### config.mk
export PLATFORM = sky130hd
export DESIGN_NAME = vram_line_fetch
export DESIGN_NICKNAME = d
export VERILOG_FILES = /design/src/rtl/vram_fetch_pkg.sv /design/src/rtl/vram_line_fifo.sv /design/src/rtl/vram_line_fetch.sv
export SDC_FILE = /design/constraint.sdc
export NUM_CORES = 1
export LEC_CHECK = 0
export ABC_AREA = 1
export BUFFER_PORTS_ARGS = -buffer_cell sky130_fd_sc_hd__buf_4
export CAP_MARGIN = 20
export CORE_ASPECT_RATIO = 1.2
export CORE_MARGIN = 2
export CORE_UTILIZATION = 27
export CTS_CLUSTER_DIAMETER = 50
export DETAILED_ROUTE_END_ITERATION = 12
export MAX_ROUTING_LAYER = met4
export PLACE_DENSITY = 0.54
export SETUP_SLACK_MARGIN = 0.5
export SLEW_MARGIN = 20
export SYNTH_ARGS = -nofsm -noshare
export SYNTH_HDL_FRONTEND = slang
export SYNTH_SLANG_ARGS = --single-unit
### constraint.sdc
create_clock -name clk -period 5 [get_ports clk]
set_input_delay 1 -clock clk [delete_from_list [all_inputs] [get_ports clk]]
set_output_delay 1 -clock clk [all_outputs]
set_load 0.05 [all_outputs]
### src/rtl/vram_fetch_pkg.sv
// Shared widths, FSM state type and the pixel address helper for the VRAM line fetcher.
package vram_fetch_pkg;

  localparam int VRAM_ADDR_W = 18;
  localparam int LINE_Y_W    = 11;
  localparam int PIX_X_W     = 9;

  typedef enum logic [1:0] {
    IDLE  = 2'd0,
    FETCH = 2'd1,
    DRAIN = 2'd2
  } fetch_state_e;

  // Byte address of a pixel; the product is formed wide, then wraps modulo 2^VRAM_ADDR_W.
  function automatic logic [VRAM_ADDR_W-1:0] pixel_addr(
    input logic [LINE_Y_W-1:0] line_y,
    input logic [PIX_X_W-1:0]  pix_x,
    input int unsigned         pitch
  );
    logic [31:0] full_addr;
    full_addr = 32'(line_y) * 32'(pitch) + 32'(pix_x) * 32'd2;
    return full_addr[VRAM_ADDR_W-1:0];
  endfunction

endpackage

### src/rtl/vram_line_fifo.sv
// Synchronous FIFO with flush; power-of-two depth, pops of an empty FIFO are ignored.
module vram_line_fifo #(
  parameter int WIDTH = 16,
  parameter int DEPTH = 8
) (
  input  logic                     clk,
  input  logic                     reset,
  input  logic                     flush,
  input  logic                     push,
  input  logic [WIDTH-1:0]         push_data,
  input  logic                     pop,
  output logic [WIDTH-1:0]         pop_data,
  output logic                     full,
  output logic                     empty,
  output logic [$clog2(DEPTH):0]   count
);

  localparam int PTR_W = $clog2(DEPTH);
  localparam logic [PTR_W:0] FULL_COUNT = (PTR_W + 1)'(DEPTH);

  logic [WIDTH-1:0] mem [DEPTH];
  logic [PTR_W-1:0] wr_ptr;
  logic [PTR_W-1:0] rd_ptr;
  logic             do_push;
  logic             do_pop;

  assign empty   = (count == '0);
  assign full    = (count == FULL_COUNT);
  assign do_pop  = pop && !empty;
  // A push into a full FIFO is only taken when the head leaves in the same cycle.
  assign do_push = push && (!full || do_pop);

  // NOTE: sequential state uses non-blocking assignments so every flop samples pre-edge values.
  always_ff @(posedge clk) begin
    if (reset || flush) begin
      wr_ptr <= '0;
      rd_ptr <= '0;
      count  <= '0;
    end else begin
      if (do_push) wr_ptr <= wr_ptr + 1'b1;
      if (do_pop)  rd_ptr <= rd_ptr + 1'b1;
      if (do_push && !do_pop)      count <= count + 1'b1;
      else if (do_pop && !do_push) count <= count - 1'b1;
    end
  end

  // NOTE: storage has no reset; the pointers and count define validity, and empty forces the head to 0.
  always_ff @(posedge clk) begin
    if (do_push) mem[wr_ptr] <= push_data;
  end

  assign pop_data = empty ? '0 : mem[rd_ptr];

endmodule

### src/rtl/vram_line_fetch.sv
// Fetches one display line of 16-bit pixels from VRAM into a small pixel FIFO.
// Optional VRAM_LINE_FETCH_DOUBLE_SCAN_EN fetches every VRAM line twice.
module vram_line_fetch
  import vram_fetch_pkg::*;
#(
  parameter int PIXELS_PER_LINE = 360,
  parameter int FIFO_DEPTH      = 8
) (
  input  logic                   clk,
  input  logic                   reset,
  input  logic                   start_of_frame,
  input  logic                   start_of_line,
  output logic                   mem_rd_req,
  output logic [VRAM_ADDR_W-1:0] mem_addr,
  input  logic                   mem_ack,
  input  logic [15:0]            mem_rd_data,
  output logic                   pix_valid,
  output logic [15:0]            pix_data,
  input  logic                   pix_ready,
  output logic                   fetch_busy
);

  localparam int unsigned         PITCH  = PIXELS_PER_LINE * 2;
  localparam logic [PIX_X_W-1:0]  LAST_X = PIX_X_W'(PIXELS_PER_LINE - 1);
  localparam int                  CNT_W  = $clog2(FIFO_DEPTH) + 1;

  fetch_state_e             state_q, state_d;
  logic [LINE_Y_W-1:0]      line_y_q, line_y_d;
  logic [PIX_X_W-1:0]       pix_x_q, pix_x_d;
  logic                     req_q, req_d;
  logic [VRAM_ADDR_W-1:0]   addr_q, addr_d;
  logic                     discard_q, discard_d;
  logic                     restart_q, restart_d;
`ifdef VRAM_LINE_FETCH_DOUBLE_SCAN_EN
  logic                     parity_q, parity_d;
`endif

  logic                     ack;
  logic                     line_adv;
  logic                     try_issue;
  logic                     fifo_room;
  logic                     fifo_push;
  logic                     fifo_flush;
  logic                     fifo_full;
  logic                     fifo_empty;
  logic [CNT_W-1:0]         fifo_count;

  assign ack = req_q && mem_ack;

  // Entries already queued plus the one in flight must leave room for the next word.
  assign fifo_room = fifo_flush ||
                     (!fifo_full && (32'(fifo_count) + 32'(req_q)) < 32'(FIFO_DEPTH));

  // NOTE: every variable written here gets a default first, so no path can infer a latch.
  always_comb begin
    state_d    = state_q;
    line_y_d   = line_y_q;
    pix_x_d    = pix_x_q;
    req_d      = req_q;
    addr_d     = addr_q;
    discard_d  = discard_q;
    restart_d  = restart_q;
`ifdef VRAM_LINE_FETCH_DOUBLE_SCAN_EN
    parity_d   = parity_q;
`endif
    line_adv   = 1'b0;
    try_issue  = 1'b0;
    fifo_push  = 1'b0;
    fifo_flush = 1'b0;

    if (start_of_frame) begin
      fifo_flush = 1'b1;
      line_y_d   = '0;
      pix_x_d    = '0;
      discard_d  = 1'b0;
`ifdef VRAM_LINE_FETCH_DOUBLE_SCAN_EN
      parity_d   = 1'b0;
`endif
      if (req_q && !mem_ack) begin
        // The in-flight request cannot be withdrawn; wait out its ack in DRAIN.
        state_d   = DRAIN;
        restart_d = start_of_line;
      end else begin
        req_d     = 1'b0;
        restart_d = 1'b0;
        state_d   = start_of_line ? FETCH : IDLE;
        try_issue = start_of_line;
      end
    end else begin
      unique case (state_q)
        IDLE: begin
          if (start_of_line) begin
            state_d   = FETCH;
            pix_x_d   = '0;
            try_issue = 1'b1;
          end
        end
        FETCH: begin
          if (start_of_line) begin
            fifo_flush = 1'b1;
            pix_x_d    = '0;
            line_adv   = 1'b1;
            if (req_q && !mem_ack) begin
              discard_d = 1'b1;
            end else if (req_q) begin
              req_d     = 1'b0;
              discard_d = 1'b0;
            end else begin
              try_issue = 1'b1;
            end
          end else if (ack) begin
            req_d = 1'b0;
            if (discard_q) begin
              discard_d = 1'b0;
            end else begin
              fifo_push = 1'b1;
              if (pix_x_q == LAST_X) begin
                state_d  = IDLE;
                pix_x_d  = '0;
                line_adv = 1'b1;
              end else begin
                pix_x_d = pix_x_q + PIX_X_W'(1);
              end
            end
          end else if (!req_q) begin
            try_issue = 1'b1;
          end
        end
        DRAIN: begin
          if (start_of_line) restart_d = 1'b1;
          if (ack) begin
            req_d     = 1'b0;
            restart_d = 1'b0;
            state_d   = (restart_q || start_of_line) ? FETCH : IDLE;
          end
        end
        default: state_d = IDLE;
      endcase
    end

    if (line_adv) begin
`ifdef VRAM_LINE_FETCH_DOUBLE_SCAN_EN
      // Each VRAM line is shown twice; advance only on the second pass.
      parity_d = !parity_q;
      if (parity_q) line_y_d = line_y_q + LINE_Y_W'(1);
`else
      line_y_d = line_y_q + LINE_Y_W'(1);
`endif
    end

    if (try_issue && fifo_room) begin
      req_d  = 1'b1;
      addr_d = pixel_addr(line_y_d, pix_x_d, PITCH);
    end
  end

  always_ff @(posedge clk) begin
    if (reset) begin
      state_q   <= IDLE;
      line_y_q  <= '0;
      pix_x_q   <= '0;
      req_q     <= 1'b0;
      addr_q    <= '0;
      discard_q <= 1'b0;
      restart_q <= 1'b0;
`ifdef VRAM_LINE_FETCH_DOUBLE_SCAN_EN
      parity_q  <= 1'b0;
`endif
    end else begin
      state_q   <= state_d;
      line_y_q  <= line_y_d;
      pix_x_q   <= pix_x_d;
      req_q     <= req_d;
      addr_q    <= addr_d;
      discard_q <= discard_d;
      restart_q <= restart_d;
`ifdef VRAM_LINE_FETCH_DOUBLE_SCAN_EN
      parity_q  <= parity_d;
`endif
    end
  end

  vram_line_fifo #(
    .WIDTH (16),
    .DEPTH (FIFO_DEPTH)
  ) u_fifo (
    .clk       (clk),
    .reset     (reset),
    .flush     (fifo_flush),
    .push      (fifo_push),
    .push_data (mem_rd_data),
    .pop       (pix_ready),
    .pop_data  (pix_data),
    .full      (fifo_full),
    .empty     (fifo_empty),
    .count     (fifo_count)
  );

  assign mem_rd_req = req_q;
  assign mem_addr   = addr_q;
  assign pix_valid  = !fifo_empty;
  assign fetch_busy = (state_q != IDLE);

endmodule
; ---- Yosys cells after proc, flatten, opt, wreduce, memory -nomap -nowiden
; Memory sizes are Yosys's and may differ from the RTL's. A register that Yosys moved wholly into a read port is not among the register bits.
; Cells that the tools add are included.
[word_totals]
word_cells = 124
n_memories = 1
input_bits = 22
register_bits = 53
out_inout_bits = 37
mem_bits_rw = 128
[classes]
n_addsub = 8
magnitude_cmp = 1
eq_ne = 11
multipliers = 1
n_reduce_logical = 29
muxes = 63
[mem_list]
columns = name, depth, width, rd, rd_clocked_by_memory_dff, write_ports, line_no
row1 = u_fifo.mem, 8, 16, 1, 1, 1, vram_line_fifo.sv:21  ; logic [WIDTH-1:0] mem [DEPTH];
[op_table]
columns = cell, count
row1 = $mux W9, 6
row2 = $mux W1, 38
row3 = $mux W11, 2
row4 = $add A18 B10 Y18, 1
row5 = $ne A3 B3 Y1 const B, 6
row6 = $pmux W9 S2, 1
row7 = $mux W16, 1
row8 = $mux W2, 8
row9 = $mul A11 B6 Y14 const B, 1
row10 = $add A11 B1 Y11 const B, 1
row11 = $add A9 B1 Y9 const B, 1
row12 = $eq A9 B9 Y1 const B, 1
row13 = $logic_and A1 B1 Y1, 8
row14 = $mux W4, 2
row15 = $reduce_bool A2 Y1, 4
row16 = $add A3 B1 Y3 const B, 2
row17 = $mux W3, 2
row18 = $pmux W2 S3, 1
row19 = $reduce_and A6 Y1, 1
row20 = $add A4 B1 Y5, 1
row21 = $logic_not A1 Y1, 5
row22 = $lt A5 B4 Y1 const B, 1
row23 = $add A4 B1 Y4 const B, 1
row24 = $eq A4 B4 Y1 const B, 1
row25 = 13 further kinds, 17

; ---- Longest topological paths before layout
; Gate-level depths: netlist (run 1).
[depth]
depth_word = 10
mapped_depth = 35
mapped_depth_nobuf = 34

; ---- Hierarchy
; From an unflattened synthesis (run 1), not the netlist that was laid out.
[hier_totals]
cells_unflattened = 1169
area_unflattened_um2 = 9998.3
[modules_own_cells]
columns = module, area_per_inst_um2, cells_per_inst, instances, seq_area_each_um2
row1 = vram_line_fifo, 5995.8, 561, 1, 4103.9
row2 = vram_line_fetch, 4002.6, 608, 1, 840.8

; ---- Least setup slack after synthesis (run 1)
; Ideal clock, no wire load.
[synth_path]
path_type = input-to-reg
from = in mem_ack
to = reg addr_q[14] (netlist: mem_addr[14])
cell_stages = 32
n_path_buf = 1
t_required_ns = 4.891
setup_ns = 0.109
path_slack_ns = -0.082
t_arrival_ns = 4.973
cell_sequence = nand2_4 > nor2_4 > nand3_4 > nand2_4 > nand2_4 > buf_6 > clkinv_2 > nand2_1 > nand2_1 > inv_1 > nor2_1 > ha_1 > ha_1 > inv_1 > fa_1 > inv_1 > ha_1 > inv_1 > fa_1 > inv_1 > ha_1 > nand2_1 > nor2_1 > nand2_1 > nand3_1 > nand3_1 > nor2_1 > nand2_1 > xor2_1 > nand2_1 > nand2_1 > inv_1
[synth_via]
elab_chain_len = 8
[synth_rtl]
columns = element, line_no
row1 = start: declaration, vram_line_fetch.sv:15  ; input logic mem_ack,
row2 = $logic_and A1 B1 Y1, vram_line_fetch.sv:48  ; assign ack = req_q && mem_ack;
row3 = $mux W1, vram_line_fetch.sv:111  ; end else if (ack) begin
row4 = $mux W1, vram_line_fetch.sv:99  ; if (start_of_line) begin
row5 = $mux W1, vram_line_fetch.sv:90  ; unique case (state_q)
row6 = $mux W1, vram_line_fetch.sv:71  ; if (start_of_frame) begin
row7 = $mux W11, vram_line_fetch.sv:141  ; if (line_adv) begin
row8 = via line_y_d[1], vram_line_fetch.sv:28  ; logic [LINE_Y_W-1:0] line_y_q, line_y_d;
row9 = $mul A11 B6 Y14, vram_fetch_pkg.sv:21  ; full_addr = 32'(line_y) * 32'(pitch) + 32'(pix_x) * 32'd2;
row10 = $add A18 B10 Y18, vram_fetch_pkg.sv:21
row11 = end signal: assignment, vram_line_fetch.sv:174  ; addr_q <= addr_d;
row12 = end: declaration, vram_line_fetch.sv:31  ; logic [VRAM_ADDR_W-1:0] addr_q, addr_d;
; The timed path passes the listed nets, and every way through them passes these cells.
; A chain may end at the register's enable or synchronous reset.

; ---- Worst setup path in the final report (run 1)
[layout_path]
from = in mem_ack
to = reg addr_q[16] (netlist: mem_addr[16])
; The elaborated chain is that of the path after synthesis.

==> results of run 1 <==
## metrics by stage
step	instance area [sq um]	setup slack (ns)	power [W]	std cells	utilization
floorplan	9830	0.120	0.00200	1087	-
global placement	11100	-0.132	0.00217	1633	0.312
detailed placement	11100	-0.185	0.00217	1633	0.312
CTS	11900	0.500	0.00358	1670	0.334
global route	12100	0.259	0.00371	1678	0.340
finish	12100	0.530	0.00356	1678	0.340
## cells in the mapped netlist, drive strengths merged (6+ instances only)
master / number
o22ai: 17
fa: 17
ha: 38
nor3: 17
nor2: 187
dfxtp: 55
o21ai: 116
nand3: 49
inv: 150
clkbuf: 25
a21oi: 44
xor2: 18
nand4: 6
edfxtp: 128
nand2: 166
a31oi: 20
buf: 12
## flip-flops by register name (all words and copies together), names as in the netlist, named ones only
signal and count:
line_y_q 11, discard_q 1, restart_q 1, u_fifo.rd_ptr 3, u_fifo.wr_ptr 3, pix_x_q 9
u_fifo.count 4, state_q 2, mem_rd_req 1, mem_addr 17, u_fifo.mem 128
## power groups by stage
| stage | Sequential (W) | Combinational [W] | Clock (W) |
|---|---|---|---|
| after floorplan | 0.00175 | 0.000251 | 0 |
| after global placement | 0.00169 | 0.000474 | 0 |
| after detailed placement | 0.00169 | 0.000476 | 0 |
| after CTS | 0.00166 | 0.000495 | 0.00143 |
| after global routing | 0.00166 | 0.000563 | 0.00149 |
| final | 0.00166 | 0.000507 | 0.00139 |
## tightest hold or removal path, cell delays in order, from the launching register on
cell and delay (ns):
dfxtp_1 0.31, inv_1 0.05, a21oi_1 0.06
## layer usage
metal | up-vias | GRT usage | share of wire
met5 | - | - | 0
met4 | 0 | 0.0325 | 0.013
met3 | 25 | 0.0181 | 0.026
met2 | 104 | 0.253 | 0.53
met1 | 3603 | 0.149 | 0.43
li1 | 3827 | - | -
## worst paths after layout
| kind | from | to | slack, ns | depth (start not counted) |
|---|---|---|---|---|
| max | mem_ack | mem_addr[16] | 0.53 | 34 |
| min | u_fifo.rd_ptr[2] | register | 0.45 | 2 |
| min reg2reg | u_fifo.rd_ptr[2] | register | 0.45 | 2 |
| max reg2reg | pix_x_q[8] | mem_addr[16] | 0.59 | 33 |
## area by class of cell
cell class | count | area (sq um) | area share
clock buffer | 17 | 425 | 0.0351
clock inverter | 15 | 183 | 0.0151
inverter | 152 | 587 | 0.0484
multi-input combinational | 716 | 4420 | 0.365
sequential | 183 | 4950 | 0.408
tap | 468 | 586 | 0.0483
timing repair buffer | 127 | 973 | 0.0803
## kinds of logic (layout without fill, tap and decap cells)
group                    after synthesis  count (layout)  share of synthesized area
AND/OR/NAND/NOR                      433             434                      0.195
buffers and inverters                189             311                     0.0784
flip-flops                           183             183                      0.509
adder cells (fa/ha/maj)               55              55                     0.0840
XOR/XNOR                              21              21                     0.0189
AO/OA/AOI/OAI                        205             205                      0.114
other                                  1               1                   0.000386
## timing repair
action | 4_1_cts | 5_1_grt
hold buffers | 0 | 0
cloned | 1 | 0
resized for setup | 26 | 37
buffers inserted | 4 | 8
endpoints found under the setup margin | 7 | 7
pin swaps | 19 | 13
==> metrics.yaml, run 1 <==
sta:
  period_share: 0.894
  fmax_mhz: 224
  post-route-min-period_ns: 4.47
  drv_slew: 0
  setup_tns_ns: 0
  hold_viol_final: 0
  setup_viol: 0
  fin_worst_skew_ns: 0.0254
  fin_hold_ws_ns: 0.454
  tightest_slew_ns: 1.01
  rsz0062_at_grt: "yes"
  slew_headroom: 0.324
worst_setup_path:
  critPathBufInv: 10
  cp_top_family: "adder cells"
  end_kind: "register"
  cpPeakStageDelay_ns: 0.49
  critPathArrivalTime_ns: 4.81
  critPathSlowestCell: "fa_1"
  path_max_fanout: 6
  cp.required_ns: 5.34
  path_class: "in2reg"
  cp_common_cell: "inv_2"
  critical_path.startpoint_type: "input pin"
logic_synthesis:
  synth_nets: 1164
  postSynthCellCount: 1087
  synth_area_leader_cell: "edfxtp_1"
  synthTopCellsByArea: "edfxtp_1, dfxtp_1, nor2_1"
  synth-main-ff-cell: "edfxtp_1"
  syn_area_per_cell_sq_um: 8.94
  async_flop_share: 0
  synth_edf_count: 128
  yosys_register_bits: 183
  ys_types: 49
  yosysTopAreaCellShare: 0.396
  yosysSeqAreaShare: 0.509
  ys.warnings.count: 0
  syn_area_sq_um: 9720
global_route:
  grt_max_degree: 65
  grt_pass1_wl_mm: 38.6
  grt.total_usage: 0.135
  first_global_vias: 7713
  grt_overflow: 0
  antenna_found_initial: 0
job:
  drv_cap: 0
power_and_ir_drop:
  power.leakage_nw: 4.86
  combPwrFrac: 0.143
  p_int_w: 0.00251
  switching_power_w: 0.00104
  p_seq_frac: 0.466
  ir_drop_mv: 0.187
  clkPwrFrac: 0.391
  switching_share: 0.293
  powerDensity_nw_per_um2: 293
layout:
  layout_common_cells: "nor2_1, nand2_1, inv_1"
  layout.nets: 1274
  n_fill_cell: 3634
  antenna_cells: 0
  drive_gt1_frac: 0.221
  final_common_cell: "nor2_1"
  syn_to_final_growth_pct: 24.8
cts:
  tritoncts: "done"
  cts_max_level: 4
  clk_pin_slew_ns: 0.08
  clockBufferDepth: 2
  cts_inserted_buffers: 17
  cts_sinks: 183
  cts-root-buf: "clkbuf_16"
  clk_latency_ns: 0.44
placed_design:
  io_buffer_count: 57
  gp_congestion: 0.864
  dp_hpwl_mm: 16.0
detailed_routing:
  drt_iter0_drc: 408
  vias: 7559
  drtAntennaViolNets: 0
  drc: 0
  avgRoutedWirePerCell_microns: 14.3
  wirelength_mm: 24.0
  vias_per_cell: 4.50
  firstDrtPassIters: 7
floorplan:
  fp.dieW_microns: 177
  row_count: 76
  die_y_microns: 212
  io_pins: 59
  die_area_sq_um: 37500
  coreArea_sq_um: 35700
  initial_core_util: 0.272
hold_path:
  hold_path.class: "reg2reg"
status:
  outcome: "finished clean"
No activity file was read; power rests on OpenSTA's default activity.
==> inputs of run 2 (changes only) <==
--- a/config.mk
+++ b/config.mk
@@ -19,4 +19,5 @@
 export SLEW_MARGIN = 20
 export SYNTH_ARGS = -nofsm -noshare
 export SYNTH_HDL_FRONTEND = slang
+export SYNTH_HIERARCHICAL = 1
 export SYNTH_SLANG_ARGS = --single-unit
==> run 2 against run 1 <==
  * Global-route usage down 0.61 points
  * Critical path type unchanged
  * Combinational power down 29%
  * Largest cell class unchanged
  * Register-to-register slack better by 0.03 ns
==> metrics.yaml, run 2 <==
sta:
  tightest_slew_ns: 0.850
  hold_viol_final: 0
  setup_viol: 0
  post-route-min-period_ns: 4.46
  drv_slew: 0
  fmax_mhz: 224
  setup_tns_ns: 0
  fin_hold_ws_ns: 0.501
  fin_worst_skew_ns: 0.0201
  period_share: 0.892
  slew_headroom: 0.434
  rsz0062_at_grt: "yes"
logic_synthesis:
  synth-main-ff-cell: "edfxtp_1"
  synth-compound-area-share: 0.0750
  yosysTopAreaCellShare: 0.384
  synth_top_family_by_area: "simple AND/OR/NAND/NOR gates"
  synth_fa_ha_area_frac: 0.0816
  synth-xor-area-share: 0.0175
  synth_common_cells: "nand2_1, inv_1, nor2_1, edfxtp_1, nand3_1"
  yosys_register_bits: 183
  postSynthCellCount: 1169
  ys.warnings.count: 6
  ys_types: 54
  syn_area_sq_um: 10000
  synth_edf_count: 128
  synthTopCellsByArea: "edfxtp_1, dfxtp_1, nand2_1"
  synth_area_leader_cell: "edfxtp_1"
  syn_area_per_cell_sq_um: 8.55
  async_flop_share: 0
  yosysMostFrequentCell: "nand2_1"
  yosysSeqAreaShare: 0.495
  synth_nets: 1246
  synth_mux_area_frac: 0
  synth-simple-area-share: 0.235
detailed_routing:
  vias: 7759
  drtAntennaViolNets: 0
  wirelength_mm: 23.9
  vias_per_cell: 4.45
  avgRoutedWirePerCell_microns: 13.7
  drc: 0
  firstDrtPassIters: 4
  drt_iter0_drc: 324
floorplan:
  coreArea_sq_um: 36700
  die_area_sq_um: 38600
  fp.dieW_microns: 180
  io_pins: 59
  die_y_microns: 215
  initial_core_util: 0.272
  row_count: 77
cts:
  cts_sinks: 183
  cts-root-buf: "clkbuf_16"
  clk_pin_slew_ns: 0.08
  clockBufferDepth: 2
  cts_max_level: 4
  cts_inserted_buffers: 17
  clk_latency_ns: 0.43
  tritoncts: "done"
power_and_ir_drop:
  powerDensity_nw_per_um2: 278
  total_power_w: 0.00338
  ir_drop_mv: 0.220
  power.leakage_nw: 5.11
worst_setup_path:
  critPathSlowestCell: "fa_1"
  critPathArrivalTime_ns: 4.85
  critical_path.startpoint_type: "input pin"
  end_kind: "register"
  path_max_fanout: 6
  worstRegToRegCells: 30
  cpPeakStageDelay_ns: 0.49
  path_class: "in2reg"
  cp.required_ns: 5.39
layout:
  antenna_cells: 0
  syn_to_final_growth_pct: 21.6
  drive_gt1_frac: 0.182
  layout.nets: 1333
  finish.utilization: 0.331
  final_common_cell: "nand2_1"
  largest_reg_flops: 128
  top_register: "u_fifo/mem"
  n_fill_cell: 3835
  instances_no_fill: 1743
  layout_common_cells: "nand2_1, inv_1, nor2_1"
status:
  outcome: "finished clean"
placed_design:
  dp.cells: 1698
  io_buffer_count: 57
  dp_hpwl_mm: 15.9
  gp_congestion: 0.839
job:
  drv_cap: 0
global_route:
  grt_pass1_wl_mm: 38.9
  first_global_vias: 7654
  grt.total_usage: 0.129
  antenna_found_initial: 0
  grt_max_degree: 65
  grt_overflow: 0
hold_path:
  hold_path.class: "reg2reg"
  hold_depth: 2
==> run 2: cell types whose count changed after synthesis, sizes merged, moves of 5 or more <==
cell,previous run,this run
clkbuf,25,9
nor2,187,158
nand3,49,94
nand2,166,262
o21ai,116,79
nor3,17,12
nor4,0,5
buf,12,30
a31oi,20,5
o22ai,17,1
inv,150,186
==> run 2: cell families (layout without fill, tap and decap cells) <==
logic type / count (synthesis) / after routing
other: 1 / 1
adder cells (fa/ha/maj): 55 / 55
flip-flops: 183 / 183
XOR/XNOR: 20 / 20
AO/OA/AOI/OAI: 138 / 138
AND/OR/NAND/NOR: 545 / 545
buffers and inverters: 227 / 327
==> run 2: routing by layer <==
layer | wire (microns) | vias up | track usage
met4 | 482 | 0 | 0.0377
met3 | 702 | 34 | 0.0202
met5 | 0 | - | -
li1 | - | 3934 | -
met1 | 10400 | 3674 | 0.145
met2 | 12400 | 117 | 0.233
==> run 2: cell type report <==
type / count / area (sq um) / area share
Sequential cell: 183 / 4950 / 0.407
Multi-Input combinational cell: 759 / 4480 / 0.368
Timing Repair Buffer: 107 / 818 / 0.0673
Inverter: 188 / 717 / 0.0590
Tap cell: 474 / 593 / 0.0488
Clock buffer: 18 / 429 / 0.0353
Clock inverter: 14 / 173 / 0.0142
==> run 2: path summary, 6_finish.rpt <==
path	start	endpoint	slack, ns
worst min-delay path	mem_addr[4]	mem_addr[4]	0.50
worst max-delay path	mem_ack	mem_addr[14]	0.54
worst min register to register	mem_addr[4]	mem_addr[4]	0.50
worst max register to register	pix_x_q[1]	mem_addr[14]	0.62
==> run 2: critical path, delay by kind of cell <==
family	cells	cell delay (ns)
compound gates	1	0.15
simple gates	14	1.29
buf+inv	9	0.55
fa+ha+maj	6	1.85
==> run 2: where the power goes <==
group / switching, W / internal (W) / leakage [nW] / total [W]
Sequential: 0.0000157 / 0.00164 / 1.60 / 0.00165
Clock: 0.000681 / 0.000681 / 0.291 / 0.00136
Combinational: 0.000246 / 0.000116 / 3.22 / 0.000362
==> run 2: timing repair <==
item / in CTS / in global routing
hold buffers: 0 / 0
pin swaps: 16 / 29
resized for setup: 15 / 45
buffers inserted: 7 / 6
setup endpoints to repair: 6 / 7
==> run 2: through the flow <==
| step | setup slack, ns | cell area, sq um |
|---|---|---|
| finish | 0.541 | 12200 |
| global route | 0.300 | 12200 |
| CTS | 0.481 | 12000 |
| detailed placement | -0.0725 | 11300 |
| global placement | -0.0275 | 11300 |
| floorplan | 0.235 | 10200 |
